## config.mk

```make
export PLATFORM = sky130hd
export DESIGN_NAME = divider_flat
export DESIGN_NICKNAME = d
export VERILOG_FILES = /design/src/rtl/divider_if.sv /design/src/rtl/divider.sv /design/src/flat_wrapper.sv
export SDC_FILE = /design/constraint.sdc
export NUM_CORES = 1
export LEC_CHECK = 0
export CORE_AREA = 2 2 164 166
export DETAILED_ROUTE_END_ITERATION = 6
export DIE_AREA = 0 0 166 168
export GPL_TIMING_DRIVEN = 0
export PLACE_DENSITY = 0.65
export SLEW_MARGIN = 20
export SYNTH_ARGS = -nofsm -noshare
export SYNTH_HDL_FRONTEND = slang
export SYNTH_SLANG_ARGS = --single-unit
```

## constraint.sdc

```tcl
create_clock -name Clk -period 4.15 [get_ports Clk]
set_input_delay 0.83 -clock Clk [delete_from_list [all_inputs] [get_ports Clk]]
set_output_delay 0.83 -clock Clk [all_outputs]
set_load 0.01 [all_outputs]
```

## src/rtl/divider_if.sv

```systemverilog
// Handshake and operand/result bundle between the pipeline control and the
// iterative divider.
interface divider_if #(
    parameter int DATA_W = 32
);
    logic              Start;
    logic              Signed;
    logic [DATA_W-1:0] Dividend;
    logic [DATA_W-1:0] Divisor;
    logic              Busy;
    logic              Done;
    logic [DATA_W-1:0] Quotient;
    logic [DATA_W-1:0] Remainder;
    logic              OF;

    modport master (
        output Start, Signed, Dividend, Divisor,
        input  Busy, Done, Quotient, Remainder, OF
    );

    modport slave (
        input  Start, Signed, Dividend, Divisor,
        output Busy, Done, Quotient, Remainder, OF
    );
endinterface

```

## src/rtl/divider.sv

```systemverilog
// Iterative restoring divider (signed/unsigned), one quotient bit per clock,
// with single-cycle shortcuts for divide-by-zero and signed overflow.
module divider #(
    parameter int DATA_W = 32,
    parameter int CNT_W  = 6
) (
    input  logic     Clk,
    input  logic     Reset,
    divider_if.slave bus
);
    typedef enum logic [1:0] {IDLE, CALC, FIX} state_t;

    localparam logic [DATA_W-1:0] MIN_NEG = {1'b1, {(DATA_W-1){1'b0}}};

    state_t            state_reg, state_next;
    logic [CNT_W-1:0]  cnt_reg;
    logic [DATA_W-1:0] dvd_reg;      // dividend magnitude, becomes the quotient
    logic [DATA_W-1:0] dvs_reg;
    logic [DATA_W-1:0] rem_reg;
    logic              neg_q_reg, neg_r_reg;
    logic [DATA_W-1:0] quotient_reg, remainder_reg;
    logic              of_reg, done_reg;

    logic              div_zero, sgn_ovf, shortcut;
    logic              dvd_neg, dvs_neg;
    logic [DATA_W:0]   shifted;
    logic [DATA_W:0]   trial;
    logic              borrow;
    logic              q_bit;
    logic [DATA_W-1:0] rem_next;

    always_comb begin
        div_zero = (bus.Divisor == '0);
        sgn_ovf  = bus.Signed && (bus.Dividend == MIN_NEG) && (bus.Divisor == '1);
        shortcut = div_zero || sgn_ovf;
        dvd_neg  = bus.Signed && bus.Dividend[DATA_W-1];
        dvs_neg  = bus.Signed && bus.Divisor[DATA_W-1];

        shifted           = {rem_reg, dvd_reg[DATA_W-1]};
        {borrow, trial}   = {1'b0, shifted} - {2'b00, dvs_reg};
        // A non-negative trial is always below the divisor, so trial[DATA_W]
        // is zero whenever borrow is clear; folding it in changes nothing.
        q_bit    = ~(borrow | trial[DATA_W]);
        rem_next = q_bit ? trial[DATA_W-1:0] : shifted[DATA_W-1:0];

        state_next = state_reg;
        case (state_reg)
            IDLE:    if (bus.Start && !shortcut) state_next = CALC;
            CALC:    if (cnt_reg == CNT_W'(1)) state_next = FIX;
            FIX:     state_next = IDLE;
            default: state_next = IDLE;
        endcase
    end

    always_ff @(posedge Clk) begin
        if (Reset) begin
            state_reg     <= IDLE;
            cnt_reg       <= '0;
            dvd_reg       <= '0;
            dvs_reg       <= '0;
            rem_reg       <= '0;
            neg_q_reg     <= 1'b0;
            neg_r_reg     <= 1'b0;
            quotient_reg  <= '0;
            remainder_reg <= '0;
            of_reg        <= 1'b0;
            done_reg      <= 1'b0;
        end else begin
            state_reg <= state_next;
            done_reg  <= 1'b0;
            case (state_reg)
                IDLE: begin
                    if (bus.Start) begin
                        if (div_zero) begin
                            quotient_reg  <= '1;
                            remainder_reg <= bus.Dividend;
                            of_reg        <= 1'b1;
                            done_reg      <= 1'b1;
                        end else if (sgn_ovf) begin
                            quotient_reg  <= MIN_NEG;
                            remainder_reg <= '0;
                            of_reg        <= 1'b1;
                            done_reg      <= 1'b1;
                        end else begin
                            dvd_reg   <= dvd_neg ? -bus.Dividend : bus.Dividend;
                            dvs_reg   <= dvs_neg ? -bus.Divisor : bus.Divisor;
                            rem_reg   <= '0;
                            cnt_reg   <= CNT_W'(DATA_W);
                            neg_q_reg <= dvd_neg ^ dvs_neg;
                            neg_r_reg <= dvd_neg;
                        end
                    end
                end
                CALC: begin
                    rem_reg <= rem_next;
                    dvd_reg <= {dvd_reg[DATA_W-2:0], q_bit};
                    cnt_reg <= cnt_reg - CNT_W'(1);
                end
                FIX: begin
                    // Truncating division: the remainder follows the dividend's sign.
                    quotient_reg  <= neg_q_reg ? -dvd_reg : dvd_reg;
                    remainder_reg <= neg_r_reg ? -rem_reg : rem_reg;
                    of_reg        <= 1'b0;
                    done_reg      <= 1'b1;
                end
                default: ;
            endcase
        end
    end

    assign bus.Busy      = (state_reg != IDLE);
    assign bus.Done      = done_reg;
    assign bus.Quotient  = quotient_reg;
    assign bus.Remainder = remainder_reg;
    assign bus.OF        = of_reg;
endmodule
```

## src/flat_wrapper.sv

```systemverilog
// flat-port wrapper written by rule: the top's interface ports become plain ports
module divider_flat 
#(
    parameter int DATA_W = 32,
    parameter int CNT_W  = 6
)
  (Clk, Reset, bus_Start, bus_Signed, bus_Dividend, bus_Divisor, bus_Busy, bus_Done, bus_Quotient, bus_Remainder, bus_OF);
  divider_if #(.DATA_W(DATA_W)) bus_i ();
  input  logic Clk;
  input  logic Reset;
  input wire logic [$bits(bus_i.Start)-1:0] bus_Start;
  input wire logic [$bits(bus_i.Signed)-1:0] bus_Signed;
  input wire logic [$bits(bus_i.Dividend)-1:0] bus_Dividend;
  input wire logic [$bits(bus_i.Divisor)-1:0] bus_Divisor;
  output wire logic [$bits(bus_i.Busy)-1:0] bus_Busy;
  output wire logic [$bits(bus_i.Done)-1:0] bus_Done;
  output wire logic [$bits(bus_i.Quotient)-1:0] bus_Quotient;
  output wire logic [$bits(bus_i.Remainder)-1:0] bus_Remainder;
  output wire logic [$bits(bus_i.OF)-1:0] bus_OF;
  assign bus_i.Start = bus_Start;
  assign bus_i.Signed = bus_Signed;
  assign bus_i.Dividend = bus_Dividend;
  assign bus_i.Divisor = bus_Divisor;
  assign bus_Busy = bus_i.Busy;
  assign bus_Done = bus_i.Done;
  assign bus_Quotient = bus_i.Quotient;
  assign bus_Remainder = bus_i.Remainder;
  assign bus_OF = bus_i.OF;
  divider #(.DATA_W(DATA_W), .CNT_W(CNT_W)) u_core (.Clk(Clk), .Reset(Reset), .bus(bus_i));
endmodule
```

==> run_results.csv <==
group,metric,value,unit
status,violations,"DRC",
sta,holdWs,0.4691,ns
clocking,clk_latency,0.45,ns
clocking,clkTransAtPathRegs,0.07,ns
cells_and_area,fin_nets,1613,
sta,fmax,252.5,MHz
drt,drc,3,
floorplan,dieArea,27890,um^2
power_and_ir_drop,p_total,4290,uW
cells_and_area,fin_area,13200,um^2
setup_path,crit_required,4.46,ns
flow_run,cap_violations,0,
floorplan,start_util,40.83,%
sta,setup_viol,0,
logic_synthesis,synth_nets,1458,
logic_synthesis,synth_edf_count,0,
logic_synthesis,synth_flop_cell,"dfxtp_1",
hold_path,hold_path.class,"reg -> reg",
clocking,numCtsBuffers,17,
sta,layout_setup_ws,0.1892,ns
placed_design,place_area,12540,um^2
global_routing,met2_usage,41.58,%
sta,hold_viol_final,0,
cells_and_area,final_cells,1859,
cells_and_area,n_antenna_cell,0,
setup_path,cp_slowest_cell,"or4_4",
cells_and_area,multi_input_area,6870,um^2
setup_path,path_cells,"clkdlybuf4s50_1 > or4_4 > nor4_4 > and3_4 > nand3_2 > o21ai_4 > a21oi_1 > or2_1 > buf_2 > buf_2 > a222oi_1 > nor2_1",
setup_path,cpPeakStageDelay,0.60,ns
cells_and_area,register_area,3443,um^2
placed_design,routabilityCongestion,0.9694,
hold_path,worstHoldStart,"u_core.dvs_reg[18]",
drt,drt_wl_total,36580,um
cells_and_area,num-fill-cells,2600,
floorplan,io_pins,135,
sta,slew_headroom,43.99,%
setup_path,arrival,4.27,ns
logic_synthesis,seq_area_frac_synth,32.00,%
setup_path,rr_worst_depth,13,
cells_and_area,final_cell_mix,"198 x nor2_1, 172 x dfxtp_1, 133 x clkdlybuf4s50_1",
setup_path,end_kind,"flop",
setup_path,reg2reg_slack,0.32,ns
sta,grt_setup_unrepaired,"no",
sta,min_period_over_period,95.44,%
sta,tightest_slew,0.8371,ns
drt,drt_iter0_markers,1359,
clocking,htree_levels,4,
logic_synthesis,synth-seq-cells,172,
logic_synthesis,async_flop_share,0,%
global_routing,grt_pass1_wl,57050,um
hold_path,holdPathStages,2,
status,status,"complete, but fails checks",
clocking,cts_hold_buf,0,
logic_synthesis,syn_area_per_cell,7.970,um^2
logic_synthesis,synthCells,1350,
clocking,cts-root-buf,"clkbuf_16",
cells_and_area,final_common_cell,"nor2_1",
global_routing,busiest_layer,"met2",
placed_design,place_hpwl,28730,um
global_routing,first_global_vias,10200,
floorplan,die_y,168,um
floorplan,coreArea,26350,um^2
global_routing,grtUsageTotal,25.57,%
clocking,cts_tree,"done",
global_routing,met3_usage,3.597,%
sta,drv_slew,0,
setup_path,path_max_fanout,10,
drt,wl_per_cell,19.68,um
power_and_ir_drop,vdd_drop_max,0.0002705,V
power_and_ir_drop,power.density,324.9,nW/um^2
drt,routed_via_density,5.852,
cells_and_area,areaGrowthSynthToFinish,22.72,%
cells_and_area,drive_gt1_share,4.941,%
floorplan,die_x,166,um
drt,route.vias.total,10880,
global_routing,antenna_found_initial,1,
placed_design,dp_cells,1826,
sta,fin_skew,0.01219,ns
setup_path,r2r_end,"u_core.rem_reg[2]",
setup_path,path_class,"in -> reg",
placed_design,dp_slack,-0.7100,ns
drt,drt_pre_antenna_iters,7,
setup_path,rr_startpoint,"u_core.rem_reg[15]",
global_routing,grt_max_degree,19,
global_routing,grt-ovfl-total,0,
floorplan,rows,60,
logic_synthesis,yosys_warnings,0,
sta,fin_crit,3.961,ns
setup_path,startpoint_type,"primary input",
global_routing,gr-usage-met1,35.06,%
clocking,clockBufferDepth,2,
logic_synthesis,synth_cell_types,64,
power_and_ir_drop,leakage,0.004955,uW
placed_design,io_buffer_count,134,
drt,antenna_left,0,
hold_path,min_to,"u_core.dvs_reg[18]",
clocking,numClockSinks,172,
logic_synthesis,syn_area,10760,um^2
setup_path,crit_top_cell,"buf_2",
synth_stat cells, types with 14 or more instances:
cell type / n / share of area (%)
o21ai_0: 79 / 3.7
a211oi_1: 37 / 2.6
nor3_1: 41 / 1.9
xnor2_1: 94 / 7.7
mux2i_1: 31 / 2.9
a2111oi_0: 18 / 1.5
xor2_1: 55 / 4.5
dfxtp_1: 172 / 32
a222oi_1: 32 / 3.0
o31ai_1: 25 / 1.7
nor2_1: 199 / 6.9
clkbuf_1: 72 / 2.5
nand2_1: 114 / 4.0
o41ai_1: 15 / 1.2
a221oi_1: 38 / 3.1
nand3_1: 17 / 0.79
nor4_1: 14 / 0.81
ha_1: 39 / 4.5
a21oi_1: 64 / 3.0
inv_1: 54 / 1.9
logic make-up (layout without fill, tap and decap cells):
group / after synthesis / in the layout / share of synthesized area [%]
AOI/OAI and AO/OA: 368 / 368 / 24.27
muxes: 31 / 31 / 2.884
DFF: 172 / 172 / 32.00
xor gates and xnor gates: 149 / 149 / 12.13
adders and majority gates: 40 / 40 / 4.722
buffers and inverters: 134 / 302 / 4.756
and+or+nand+nor: 456 / 456 / 19.23
layer usage:
metal	share of wire (%)	vias up
met5	0	-
met4	2.5	0
met3	6.8	63
met2	45	474
met1	46	5112
li1	-	5229
metrics by stage:
step | setup TNS (ns) | utilization (%)
floorplan | 0 | -
global placement | -99.40 | 47.54
detailed placement | -63.01 | 47.61
CTS | -0.01562 | 49.87
global route | 0 | 50.11
finish | 0 | 50.11
worst max path at each step:
stage | startpoint | to | slack [ns]
after floorplan | bus_Dividend[3] | u_core.bus.Remainder[20] | 0.75
after global placement | bus_Divisor[0] | u_core.dvs_reg[4] | -0.88
after detailed placement | bus_Dividend[3] | u_core.rem_reg[22] | -0.71
after CTS | bus_Dividend[3] | u_core.bus.Remainder[21] | -0.008
after global routing | bus_Divisor[0] | u_core.dvs_reg[0] | 0.008
final | bus_Dividend[4] | u_core.bus.Remainder[21] | 0.19
critical path, delay by kind of cell:
family                 cells  cell delay (ns)
and+or+nand+nor            6             1.69
buffers and inverters      3             1.00
AOI/OAI and AO/OA          3             0.75
final cells by class:
class,instances,share of cell area (%)
clock inverter,15,1.118
inverter,54,1.535
multi-input combinational,1044,52.03
buffer,80,2.397
clock buffer,17,3.222
tap,341,3.231
sequential,172,26.08
timing repair buffer,136,10.39
power by group:
part / total [uW] / switching [uW] / leakage, uW / internal, uW
Clock: 1600 / 796 / 0.000282 / 803
Combinational: 881 / 531 / 0.00327 / 350
Sequential: 1810 / 82.6 / 0.00140 / 1730
Total: 4290 / 1410 / 0.00495 / 2880
what timing repair did:
action                                  in CTS  in global routing
pin swaps                                    0                  2
setup buffers                                0                  1
resized for setup                            5                 19
endpoints found under the setup margin      53                131
No activity file was read; power rests on OpenSTA's default activity.
